===== src/rtl/ti_gf24_inv_pipe.sv =====
// Two-share threshold-implementation GF(2^4) inverter, three register stages.
// Input and output nibbles are in the Canright normal-basis tower, with the
// high pair [3:2] and the low pair [1:0]. Every nonlinear layer is followed
// by a register, and the domain-crossing products are refreshed with rnd.
//
// Handshake: a transfer happens on a port when valid and ready are both high
// on a rising CLK edge. The pipeline advances as a whole (adv) whenever the
// last stage is empty or is being drained. Bubbles travel with the data and
// are never collapsed. While adv is low, every register holds.
module ti_gf24_inv_pipe (
    input  logic       CLK,
    input  logic       RST,
    input  logic       in_valid,
    output logic       in_ready,
    input  logic [3:0] in_x0,
    input  logic [3:0] in_x1,
    input  logic [5:0] rnd,
    output logic       out_valid,
    input  logic       out_ready,
    output logic [3:0] out_y0,
    output logic [3:0] out_y1,
    output logic       busy
);

    // GF(2^2) multiply in the normal basis; unity is 2'b11.
    function automatic logic [1:0] gf4_mul(input logic [1:0] a, input logic [1:0] b);
        logic e;
        e = (a[1] ^ a[0]) & (b[1] ^ b[0]);
        return {(a[1] & b[1]) ^ e, (a[0] & b[0]) ^ e};
    endfunction

    // N * a^2. This is linear, so each share is handled on its own.
    function automatic logic [1:0] gf4_sqsc(input logic [1:0] a);
        return {a[1], a[1] ^ a[0]};
    endfunction

    // In a normal basis, squaring is a bit swap.
    function automatic logic [1:0] gf4_sq(input logic [1:0] a);
        return {a[0], a[1]};
    endfunction

    logic v1, v2, v3;
    logic adv, accept;

    assign adv       = ~v3 | out_ready;
    assign in_ready  = adv;
    assign accept    = in_valid & adv;
    assign out_valid = v3;
    assign busy      = v1 | v2 | v3;

    // Input share fields
    logic [1:0] h0, l0, h1, l1, r1;
    assign h0 = in_x0[3:2];
    assign l0 = in_x0[1:0];
    assign h1 = in_x1[3:2];
    assign l1 = in_x1[1:0];
    assign r1 = rnd[1:0];

    // Stage 1 registers
    logic [1:0] s1_t00, s1_t01, s1_t10, s1_t11;
    logic [1:0] s1_h0, s1_l0, s1_h1, s1_l1;
    logic [3:0] s1_r2;

    // Stage 2 cross terms
    logic [1:0] yh00, yh01, yh10, yh11;
    logic [1:0] yl00, yl01, yl10, yl11;

    // Stage 2 combinational: recombine d per domain, then square to get e
    logic [1:0] d0, d1, e0, e1;
    assign d0 = s1_t00 ^ s1_t01;
    assign d1 = s1_t10 ^ s1_t11;
    assign e0 = gf4_sq(d0);
    assign e1 = gf4_sq(d1);

    // Valid chain: shifts on every advance, so bubbles are kept in place.
    always_ff @(posedge CLK or posedge RST) begin
        if (RST) begin
            v1 <= 1'b0;
            v2 <= 1'b0;
            v3 <= 1'b0;
        end else if (adv) begin
            v1 <= accept;
            v2 <= v1;
            v3 <= v2;
        end
    end

    // Stage 1: first nonlinear layer. The cross products are masked with r1.
    always_ff @(posedge CLK or posedge RST) begin
        if (RST) begin
            s1_t00 <= 2'b00;
            s1_t01 <= 2'b00;
            s1_t10 <= 2'b00;
            s1_t11 <= 2'b00;
            s1_h0  <= 2'b00;
            s1_l0  <= 2'b00;
            s1_h1  <= 2'b00;
            s1_l1  <= 2'b00;
            s1_r2  <= 4'h0;
        end else if (accept) begin
            s1_t00 <= gf4_mul(h0, l0) ^ gf4_sqsc(h0 ^ l0);
            s1_t01 <= gf4_mul(h0, l1) ^ r1;
            s1_t10 <= gf4_mul(h1, l0) ^ r1;
            s1_t11 <= gf4_mul(h1, l1) ^ gf4_sqsc(h1 ^ l1);
            s1_h0  <= h0;
            s1_l0  <= l0;
            s1_h1  <= h1;
            s1_l1  <= l1;
            s1_r2  <= rnd[5:2];
        end
    end

    // Stage 2: second nonlinear layer. Cross-domain terms are masked with r2.
    always_ff @(posedge CLK or posedge RST) begin
        if (RST) begin
            yh00 <= 2'b00;
            yh01 <= 2'b00;
            yh10 <= 2'b00;
            yh11 <= 2'b00;
            yl00 <= 2'b00;
            yl01 <= 2'b00;
            yl10 <= 2'b00;
            yl11 <= 2'b00;
        end else if (adv && v1) begin
            yh00 <= gf4_mul(e0, s1_l0);
            yh01 <= gf4_mul(e0, s1_l1) ^ s1_r2[1:0];
            yh10 <= gf4_mul(e1, s1_l0) ^ s1_r2[1:0];
            yh11 <= gf4_mul(e1, s1_l1);
            yl00 <= gf4_mul(e0, s1_h0);
            yl01 <= gf4_mul(e0, s1_h1) ^ s1_r2[3:2];
            yl10 <= gf4_mul(e1, s1_h0) ^ s1_r2[3:2];
            yl11 <= gf4_mul(e1, s1_h1);
        end
    end

    // Stage 3: compress the cross terms into one output share per domain.
    always_ff @(posedge CLK or posedge RST) begin
        if (RST) begin
            out_y0 <= 4'h0;
            out_y1 <= 4'h0;
        end else if (adv && v2) begin
            out_y0 <= {yh00 ^ yh01, yl00 ^ yl01};
            out_y1 <= {yh10 ^ yh11, yl10 ^ yl11};
        end
    end

endmodule


===== config.mk =====
export PLATFORM = sky130hd
export DESIGN_NAME = ti_gf24_inv_pipe
export DESIGN_NICKNAME = d
export VERILOG_FILES = /design/src/rtl/ti_gf24_inv_pipe.sv
export SDC_FILE = /design/constraint.sdc
export NUM_CORES = 1
export LEC_CHECK = 0
export CAP_MARGIN = 40
export CORE_MARGIN = 5
export CORE_UTILIZATION = 40
export CTS_CLUSTER_SIZE = 28
export DETAILED_ROUTE_END_ITERATION = 10
export HOLD_SLACK_MARGIN = 0.15
export MAX_ROUTING_LAYER = met4
export SYNTH_ARGS = -nofsm -noshare
export SYNTH_HDL_FRONTEND = slang
export SYNTH_SLANG_ARGS = --single-unit

===== constraint.sdc =====
create_clock -name CLK -period 2.1 [get_ports CLK]
set_input_delay 0.42 -clock CLK [delete_from_list [all_inputs] [get_ports CLK]]
set_output_delay 0.42 -clock CLK [all_outputs]
set_load 0.01 [all_outputs]

Yosys cells after proc, flatten, opt, wreduce, memory -nomap -nowiden
Index checks and enable logic that the tools add are counted.
{"block": "word_totals", "output_inout_bits": 11, "reg_bits": 47, "elab_cells": 117, "input_bits": 18}
{"block": "op_classes", "bitwise": 93, "n_reduce_logical": 2}
{"operator": "$and 1x1->1", "n": 37}
{"operator": "$xor 1x1->1", "n": 36}
{"operator": "$xor 2x2->2", "n": 16}
{"operator": "$or 1x1->1", "n": 3}
{"operator": "$logic_and 1x1->1", "n": 2}
{"operator": "$not 1->1", "n": 1}

Logic depth before layout (Yosys ltp)
Gate-level depths: netlist of run 1.
{"block": "depth", "ltp_word": 5, "ltp_mapped": 6, "mapped_depth_nobuf": 4}

Worst setup path after synthesis of run 1
OpenSTA, ideal clock, no wires.
{"block": "synth_path", "path_kind": "input to register", "startpoint": "input out_ready", "endpoint": "register s1_h0[0]", "setup_time_ns": 0.125, "path_slack_ns": 0.479, "n_path_buf": 2, "t_required_ns": 1.975, "arrival_time_ns": 1.496, "cell_stages": 5, "path_cell_list": "nand2b_1 -> buf_2 -> nand2_1 -> buf_2 -> mux2_2"}
{"block": "synth_between", "elab_chain_len": 2}
{"element": "start: declaration", "line_no": "19", "text": "input logic out_ready,"}
{"element": "$or 1x1->1", "line_no": "45", "text": "assign adv = ~v3 | out_ready;"}
{"element": "named net in_ready", "line_no": "14", "text": "output logic in_ready,"}
{"element": "$and 1x1->1", "line_no": "47", "text": "assign accept = in_valid & adv;"}
{"element": "end signal: assignment", "line_no": "95", "text": "s1_h0 <= 2'b00;"}
{"element": "end signal: assignment", "line_no": "105", "text": "s1_h0 <= h0;"}
{"element": "end: declaration", "line_no": "61", "text": "logic [1:0] s1_h0, s1_l0, s1_h1, s1_l1;"}
The timed path passes the listed nets, and every way through them passes these cells.
A chain may end at the register's enable or synchronous reset.

Final worst setup path of run 1
{"block": "layout_path", "startpoint": "input out_ready", "endpoint": "output in_ready"}
{"block": "layout_between", "elab_chain_len": 1}
{"element": "$or 1x1->1", "line_no": "45"}
{"element": "end: declaration", "line_no": "14"}
No other way between the ends.

==> out/results.tsv, run 1 <==
stage	metric	value	unit
critical_path	r2r_slack	430	ps
routing	postRouteAntennaNets	0	
placed_design	io_buffers	28	
die	die_y	92.20	um
layout	final_nets	326	
routing	drt-total-wl	5344	um
sta	fin_crit	1994	ps
logic_synthesis	yosysTopAreaCellShare	43.52	%
placed_design	dp_hpwl	4147	um
die	coreArea	6681	um2
die	dieArea	8500	um2
routing	vias	1995	
critical_path	r2r_cells	4	
pwr	powerDensity	1405	nW/um2
die	die_width	92.20	um
grt	antenna_found_initial	0	
logic_synthesis	ys_seq_elements	47	
logic_synthesis	yosys.area.top_type	dfrtp_1	
layout	layout-drive-gt1-share	13.11	%
cts	post_cts_resized	0	
cts	cts.path.max_buffers	2	
cts	htreeDepth	2	
critical_path	cpPeakStageDelay	550	ps
layout	num_antenna_cells	0	
critical_path	worst_path_max_delay_cell	clkdlybuf4s50_1	
routing	drt_iter0_drc	62	
pwr	finalPower	4.606	mW
sta	slew-limit-headroom	65.50	%
logic_synthesis	netlist_instances	270	
routing	drc_errors	0	
critical_path	worstPathRequired	1680	ps
grt	use_met3	3.117	%
critical_path	worstReg2RegEnd	yl10[1]	
logic_synthesis	synth_fp_nets	292	
placed_design	post-place-ws	39.35	ps
die	ios	29	
critical_path	timing.critical_path.cells	clkdlybuf4s50_1 -> nand2b_2 -> clkdlybuf4s50_1	
sta	hold_violations	0	
logic_synthesis	syn_area	2703	um2
cts	worstSkewPairLatency	310	ps
grt	met1_usage	18.81	%
routing	first_pass_iters	4	
routing	viasPerCell	5.182	
layout	area_growth_syn_to_layout	21.30	%
run_status	outcome	finished, final reports clean	
cts	cts-hold-fix-buffers	0	
critical_path	cp_common_cell	clkdlybuf4s50_1	
job	cap_violations	0	
sta	fin_tns_setup	0	ps
logic_synthesis	syn_area_per_cell	10.01	um2
cts	clkSlewWorstSetupHoldPaths	90	ps
sta	maxSlewViolCount	0	
logic_synthesis	synth_area_leaders	dfrtp_1, xnor2_1, mux2_2, nand2_1, o21ai_0	
critical_path	setup.worst_path.end_class	output port	
sta	finalWorstSetupSlack	106.4	ps
grt	grt_usage	14.20	%
grt	grt_pass1_wl	9404	um
sta	fin_skew	8.147	ps
grt	gr-total-overflow	0	
cts	numCtsBuffers	5	
cts	cts_tree	built	
sta	fin_crit_sh	94.93	%
logic_synthesis	yosys_warnings	0	
pwr	ir_drop	0.0005521	V
grt	grt_pass1_vias	1983	
sta	worstMarginPinSlew	513.8	ps
grt	grt-busiest-layer	met2	
min_path	holdCritPathClass	input port to asynchronous set/reset pin	
critical_path	path_max_fanout	5	
sta	timing.fmax	501.6	MHz
sta	rsz0062_at_grt	false	
routing	wl_per_cell	13.88	um
sta	finalSetupViolCount	0	
logic_synthesis	ys_seq_area_share	43.52	%
cts	cts_root_buf	clkbuf_8	
critical_path	arrival	1570	ps
die	rows	30	
placed_design	place.gp.congestion	0.9372	
layout	reg_top3	out_y0: 4 flops, out_y1: 4 flops, s1_r2: 4 flops	
die	start_util	40.45	%
cts	cts_sinks	47	
grt	grt_max_degree	28	
critical_path	cp-start-kind	input port	
pwr	power_leakage	1.401	nW
cts	post_cts_buffers	0	
grt	grtUsageMet2	21.11	%
critical_path	reg2reg_from	s1_t11[0]	
critical_path	worst-setup-path-type	input port to output port	
logic_synthesis	synth_cell_type_count	32	
==> layout by cell type (no fill, tap or decap), drive strengths merged, types with 2 or more instances in the layout <==
cell type | Yosys | final
o31a | 2 | 2
o31ai | 8 | 8
a211oi | 8 | 8
o21ai | 27 | 27
xnor3 | 4 | 4
mux2 | 14 | 14
nand3 | 3 | 3
nor3 | 13 | 13
a21boi | 5 | 5
xnor2 | 28 | 28
nor4 | 4 | 4
xor2 | 7 | 7
dfrtp | 47 | 47
clkdlybuf4s50 | 0 | 28
a31oi | 8 | 8
bufinv | 0 | 2
nand2 | 37 | 37
buf | 4 | 11
ha | 4 | 4
clkbuf | 8 | 6
inv | 9 | 9
o211a | 6 | 6
o211ai | 4 | 4
nor3b | 2 | 2
a21oi | 3 | 3
nor2 | 11 | 11
==> logic make-up after synthesis <==
kind of cell    after synthesis  synth area share, %
compound gates               71                17.22
xor+xnor                     39                16.48
fa+ha+maj                     4                1.852
buf+inv                      21                3.009
flops                        47                43.52
mux                          14                5.833
simple gates                 74                12.08
==> worst max-delay path by stage <==
| stage | startpoint | endpoint | slack, ps |
|---|---|---|---|
| final | out_ready | in_ready | 110 |
| after global routing | out_ready | in_ready | 60 |
| after CTS | out_ready | in_ready | 20 |
| after detailed placement | out_ready | in_ready | 40 |
| after global placement | out_ready | in_ready | 30 |
| after floorplan | out_ready | s1_h0[0] | 480 |
==> critical path, delay by kind of cell <==
kind / cells / cell delay, ps
buffers and inverters: 2 / 1000
AND/OR/NAND/NOR: 1 / 150
==> metrics by stage <==
step                      hold slack (ps)  std cells  util [%]  area (um2)
after floorplan                     452.9        270         -        2703
after global placement              459.7        377     47.04        3143
after detailed placement            468.8        377     47.04        3143
after CTS                           394.3        385     49.03        3276
after global routing                399.8        385     49.06        3278
final                               383.4        385     49.06        3278
==> power by group <==
group          leakage, nW  switching [mW]  total, mW  internal, mW
clock network       0.0654           0.307      0.782         0.476
registers            0.564           0.351       1.62          1.27
logic                0.772            1.14       2.21          1.07
total                 1.40            1.80       4.61          2.81
==> metal layers <==
| layer | wire, um | vias to the layer above |
|---|---|---|
| li1 | - | 1024 |
| met1 | 2724 | 919 |
| met2 | 2272 | 42 |
| met3 | 235 | 10 |
| met4 | 111 | 0 |
| met5 | 0 | - |
==> synthesized netlist by cell type <==
library cell  count
a31oi_1           8
or3_1             1
nor4_1            4
buf_1             2
xor2_1            5
xnor2_1          25
xnor3_1           4
xnor2_2           3
o31ai_1           8
and2_1            1
xor2_4            1
xor2_2            1
nor2_1           11
a21oi_1           3
a211oi_1          8
nor3_1           13
ha_1              4
o21ai_0          27
a21boi_0          5
mux2_2           14
o31a_1            2
nand2_1          37
buf_2             2
dfrtp_1          47
clkbuf_1          8
nor3b_1           2
o211a_1           6
inv_1             9
nand2b_1          1
nand3_1           3
and3_2            1
o211ai_1          4
==> final cells by class <==
type,instances,area (um2)
inverters,9,33.78
clock inverters,2,60.06
well taps,80,100.1
multi-input cells,202,1448
clock buffers,6,72.57
fillers,641,3403
flip-flops and latches,47,1176
repair buffers,39,387.9
(Power assumes the default switching activity.)
==> run 2, diff against run 1 <==
--- a/config.mk
+++ b/config.mk
@@ -7,7 +7,7 @@
 export LEC_CHECK = 0
 export CAP_MARGIN = 40
 export CORE_MARGIN = 5
-export CORE_UTILIZATION = 40
+export CORE_UTILIZATION = 33
 export CTS_CLUSTER_SIZE = 28
 export DETAILED_ROUTE_END_ITERATION = 10
 export HOLD_SLACK_MARGIN = 0.15
==> out/results.tsv, run 2 (synthesized netlist as in run 1, its figures left out) <==
stage	metric	value	unit
grt	grt_max_degree	48	
pwr	p_switching	1.789	mW
layout	utilization	40.23	%
sta	timing.fmax	504.8	MHz
layout	final_nets	325	
cts	cts_sinks	47	
routing	wl_per_cell	13.16	um
layout	regArea	1176	um2
job	cap_violations	0	
min_path	holdCritPathClass	input port to asynchronous set/reset pin	
sta	maxSlewViolCount	0	
routing	drt_iter0_drc	104	
layout	multi_input_area	1445	um2
layout	layout-drive-gt1-share	12.83	%
sta	fin_skew	6.841	ps
grt	grt_pass1_wl	9542	um
sta	fin_crit_sh	94.33	%
die	dieArea	10100	um2
pwr	powerDensity	1332	nW/um2
run_status	outcome	finished, final reports clean	
placed_design	place_area	3167	um2
layout	reg_top3	out_y0: 4 flops, out_y1: 4 flops, s1_r2: 4 flops	
grt	gr-total-overflow	0	
cts	post_cts_resized	0	
layout	stdcell_area	3256	um2
grt	grt_usage	12.04	%
layout	fill_cells	851	
sta	rsz0062_at_grt	false	
sta	slew-limit-headroom	64.36	%
grt	grt_pass1_vias	2063	
pwr	internal_power	2.547	mW
routing	drc_errors	0	
cts	cts.path.max_buffers	2	
grt	antenna_found_initial	0	
die	die_width	100.5	um
critical_path	worst-setup-path-type	flop to output port	
routing	drt-total-wl	5383	um
cts	numCtsBuffers	5	
placed_design	dp_hpwl	4112	um
layout	layout_commonest_cell	dfrtp_1	
placed_design	io_buffers	28	
routing	viasPerCell	4.907	
sta	fin_tns_setup	0	ps
cts	cts_tree	built	
routing	first_pass_iters	4	
routing	postRouteAntennaNets	0	
layout	num_antenna_cells	0	
critical_path	arrival	1560	ps
cts	cts-hold-fix-buffers	0	
pwr	ir_drop	0.0003729	V
sta	hold_violations	0	
die	coreArea	8093	um2
pwr	finalPower	4.336	mW
pwr	power_leakage	1.371	nW
sta	worstMarginPinSlew	532.8	ps
critical_path	cp-start-kind	flop	
layout	final_cell_mix	dfrtp_1, nand2_1, clkdlybuf4s50_1	
sta	finalSetupViolCount	0	
layout	area_growth_syn_to_layout	20.46	%
pwr	clock_power_share	12.5	%
cts	htreeDepth	2	
cts	clkSlewWorstSetupHoldPaths	90	ps
critical_path	setup.worst_path.end_class	output port	
pwr	seqPwrFrac	37.3	%
critical_path	path_max_fanout	3	
cts	worstSkewPairLatency	300	ps
routing	vias	2007	
cts	cts_root_buf	clkbuf_8	
sta	fin_crit	1981	ps
die	start_util	33.40	%
pwr	switching_share	41.26	%
pwr	p_comb_share	50.2	%
die	rows	33	
placed_design	place.gp.congestion	0.8116	
die	ios	29	
cts	post_cts_buffers	0	
critical_path	worstPathRequired	1680	ps
die	die_y	100.5	um
## run 2: worst max-delay path, cell delays in order, from the launching register on
cell             delay, ps
dfrtp_1                390
or3_1                  370
clkdlybuf4s50_1        490
## run 2: area by class of cell
cell class | count | area share (%)
flip-flops and latches | 47 | 36.13
inverters | 9 | 1.038
clock inverters | 3 | 0.6149
clock buffers | 5 | 2.114
multi-input cells | 202 | 44.39
well taps | 105 | 4.035
repair buffers | 38 | 11.68
## run 2: through the flow
step           hold slack, ps  instances  worst slack, ps
2_1_floorplan           452.9        270            479.0
3_3_place_gp            461.0        401            55.22
3_5_place_dp            469.8        401            17.70
4_1_cts                 474.0        409            101.0
5_1_grt                 497.4        409            59.15
6_report                461.1        409            119.0
## run 2: final timing paths
path | startpoint | end | slack (ps) | cells after the start
max | out_valid | busy | 120 | 2
max in group asynchronous | RST | yh10[1] | 1420 | 3
min reg2reg | out_y0[1] | out_y0[1] | 480 | 2
max reg2reg | s1_t11[0] | yl10[0] | 430 | 4
min | RST | out_valid | 460 | 3
min in group CLK | out_y0[1] | out_y0[1] | 480 | 2
## run 2: metal layers
layer	global-route usage [%]	vias up	wire [um]
li1	-	1028	-
met1	16.26	933	2722
met2	18.35	37	2349
met3	2.561	9	244
met4	3.420	0	67
met5	-	-	0
## run 2: power groups by stage
stage / logic [mW] / registers (mW) / clock network [mW]
floorplan: 1.57 / 1.57 / 0
finish: 2.18 / 1.62 / 0.544
detailed placement: 2.19 / 1.65 / 0
global route: 2.45 / 1.68 / 0.597
global placement: 2.15 / 1.63 / 0
CTS: 2.19 / 1.63 / 0.563
==> run 3, diff against run 2 <==
--- a/config.mk
+++ b/config.mk
@@ -8,10 +8,12 @@
 export CAP_MARGIN = 40
 export CORE_MARGIN = 5
 export CORE_UTILIZATION = 33
+export CTS_BUF_LIST = sky130_fd_sc_hd__clkbuf_16
 export CTS_CLUSTER_SIZE = 28
 export DETAILED_ROUTE_END_ITERATION = 10
 export HOLD_SLACK_MARGIN = 0.15
 export MAX_ROUTING_LAYER = met4
+export SKIP_LAST_GASP = 1
 export SYNTH_ARGS = -nofsm -noshare
 export SYNTH_HDL_FRONTEND = slang
 export SYNTH_SLANG_ARGS = --single-unit
==> constraint.sdc (replaced) <==
create_clock -name CLK -period 1.6 [get_ports CLK]
set_input_delay 0.32 -clock CLK [delete_from_list [all_inputs] [get_ports CLK]]
set_output_delay 0.32 -clock CLK [all_outputs]
set_load 0.01 [all_outputs]
==> out/results.tsv, run 3 (synthesized netlist as in run 1, its figures left out) <==
stage	metric	value	unit
run_status	outcome	finished, final reports clean	
sta	fin_crit_sh	96.32	%
layout	final_cell_mix	dfrtp_1, nand2_1, o21ai_0	
cts	htreeDepth	2	
sta	finalSetupViolCount	0	
grt	gr-total-overflow	0	
routing	drt-total-wl	5797	um
sta	timing.fmax	648.9	MHz
die	start_util	33.40	%
grt	grt-busiest-layer	met2	
placed_design	io_buffers	28	
pwr	finalPower	6.586	mW
die	coreArea	8093	um2
critical_path	setup.worst_path.end_class	flop	
routing	drc_errors	0	
layout	reg_top3	out_y0: 4 flops, out_y1: 4 flops, s1_r2: 4 flops	
cts	worstSkewPairLatency	290	ps
critical_path	timing.critical_path.cells	xor2_4 -> buf_12 -> xnor2_4 -> a211oi_1 -> o31ai_1	
placed_design	place_area	3347	um2
cts	cts_root_buf	clkbuf_16	
sta	whs	276.1	ps
pwr	powerDensity	1840	nW/um2
critical_path	cp-start-kind	flop	
placed_design	place.gp.congestion	0.8129	
cts	cts.path.max_buffers	2	
die	die_y	100.5	um
routing	drt_iter0_drc	127	
layout	stdcell_area	3580	um2
cts	cts_tree	built	
grt	grt_usage	12.27	%
die	ios	29	
sta	fin_skew	4.561	ps
grt	grt_max_degree	38	
sta	rsz0062_at_grt	true	
pwr	power_leakage	1.574	nW
layout	final_nets	346	
sta	fin_crit	1541	ps
job	cap_violations	0	
critical_path	worstPathRequired	1790	ps
grt	grtUsageMet2	17.74	%
grt	grt_pass1_vias	2031	
placed_design	post-place-ws	-393.4	ps
grt	antenna_found_initial	0	
routing	vias	2115	
die	dieArea	10100	um2
cts	clkSlewWorstSetupHoldPaths	70	ps
critical_path	path_max_fanout	9	
grt	use_met3	2.561	%
layout	layout-drive-gt1-share	20.31	%
routing	wl_per_cell	13.48	um
sta	maxSlewViolCount	0	
die	die_width	100.5	um
layout	area_growth_syn_to_layout	32.45	%
sta	slew-limit-headroom	76.60	%
layout	num_antenna_cells	0	
routing	first_pass_iters	4	
critical_path	cpPeakStageDelay	460	ps
sta	finalWorstSetupSlack	58.86	ps
grt	met1_usage	17.07	%
cts	cts_sinks	47	
critical_path	arrival	1730	ps
min_path	holdCritPathClass	input port to asynchronous set/reset pin	
routing	postRouteAntennaNets	0	
grt	grt_pass1_wl	9577	um
sta	worstMarginPinSlew	347.8	ps
sta	hold_violations	0	
layout	layout_commonest_cell	dfrtp_1	
die	rows	33	
cts	numCtsBuffers	5	
pwr	ir_drop	0.0006622	V
critical_path	worst-setup-path-type	flop to flop	
critical_path	worst_path_max_delay_cell	dfrtp_2	
placed_design	dp_hpwl	4332	um
layout	utilization	44.23	%
routing	viasPerCell	4.919	
-- run 3: timing repair --
| action | 4_1_cts | 5_1_grt |
|---|---|---|
| setup endpoints to repair | 6 | 13 |
| hold endpoints to repair | 0 | 0 |
| setup buffers | 0 | 2 |
| resized for setup | 8 | 13 |
| pin swaps | 0 | 3 |
| hold buffers | 0 | 0 |
-- run 3: through the flow --
step	setup TNS [ps]	std cells
floorplan	0	270
global placement	-2886	420
detailed placement	-3709	420
CTS	-44.93	428
global route	-42.69	430
finish	0	430
-- run 3: per-layer routing --
metal,part of all wire (%),vias to the layer above,wire length [um]
met1,49,990,2837
met3,4.8,12,277
li1,-,1068,-
met5,0,-,0
met2,45,45,2587
met4,1.6,0,95
-- run 3: critical path, delay by kind of cell (launching register included) --
| kind | cells | cell delay, ps |
|---|---|---|
| DFF | 1 | 460 |
| xor gates and xnor gates | 2 | 450 |
| AOI/OAI and AO/OA | 2 | 380 |
| buffers and inverters | 1 | 150 |
-- run 3: power by group --
group          total (mW)  internal (mW)  leakage (nW)  switching (mW)
Combinational        3.41           1.79         0.944            1.63
Sequential           2.15           1.67         0.563           0.481
Clock                1.02          0.576        0.0674           0.448
-- run 3: cell type report --
class	instances	area [um2]
fill	782	4513
multi-input combinational	202	1506
sequential	47	1177
timing repair buffer	59	585.6
tap	105	131.4
clock buffer	5	125.1
inverter	9	33.78
clock inverter	3	20.02
-- run 3: worst paths after layout --
path,start,endpoint,slack [ps],cells after the start
hold / removal,RST,out_y1[0],280,2
setup / recovery,s1_t00[0],yh01[0],60,5
max in group asynchronous,RST,s1_t00[0],820,3
setup reg to reg,s1_t00[0],yh01[0],60,5
min in group CLK,in_x0[2],s1_h0[0],470,3
hold reg to reg,out_y1[2],out_y1[2],480,2
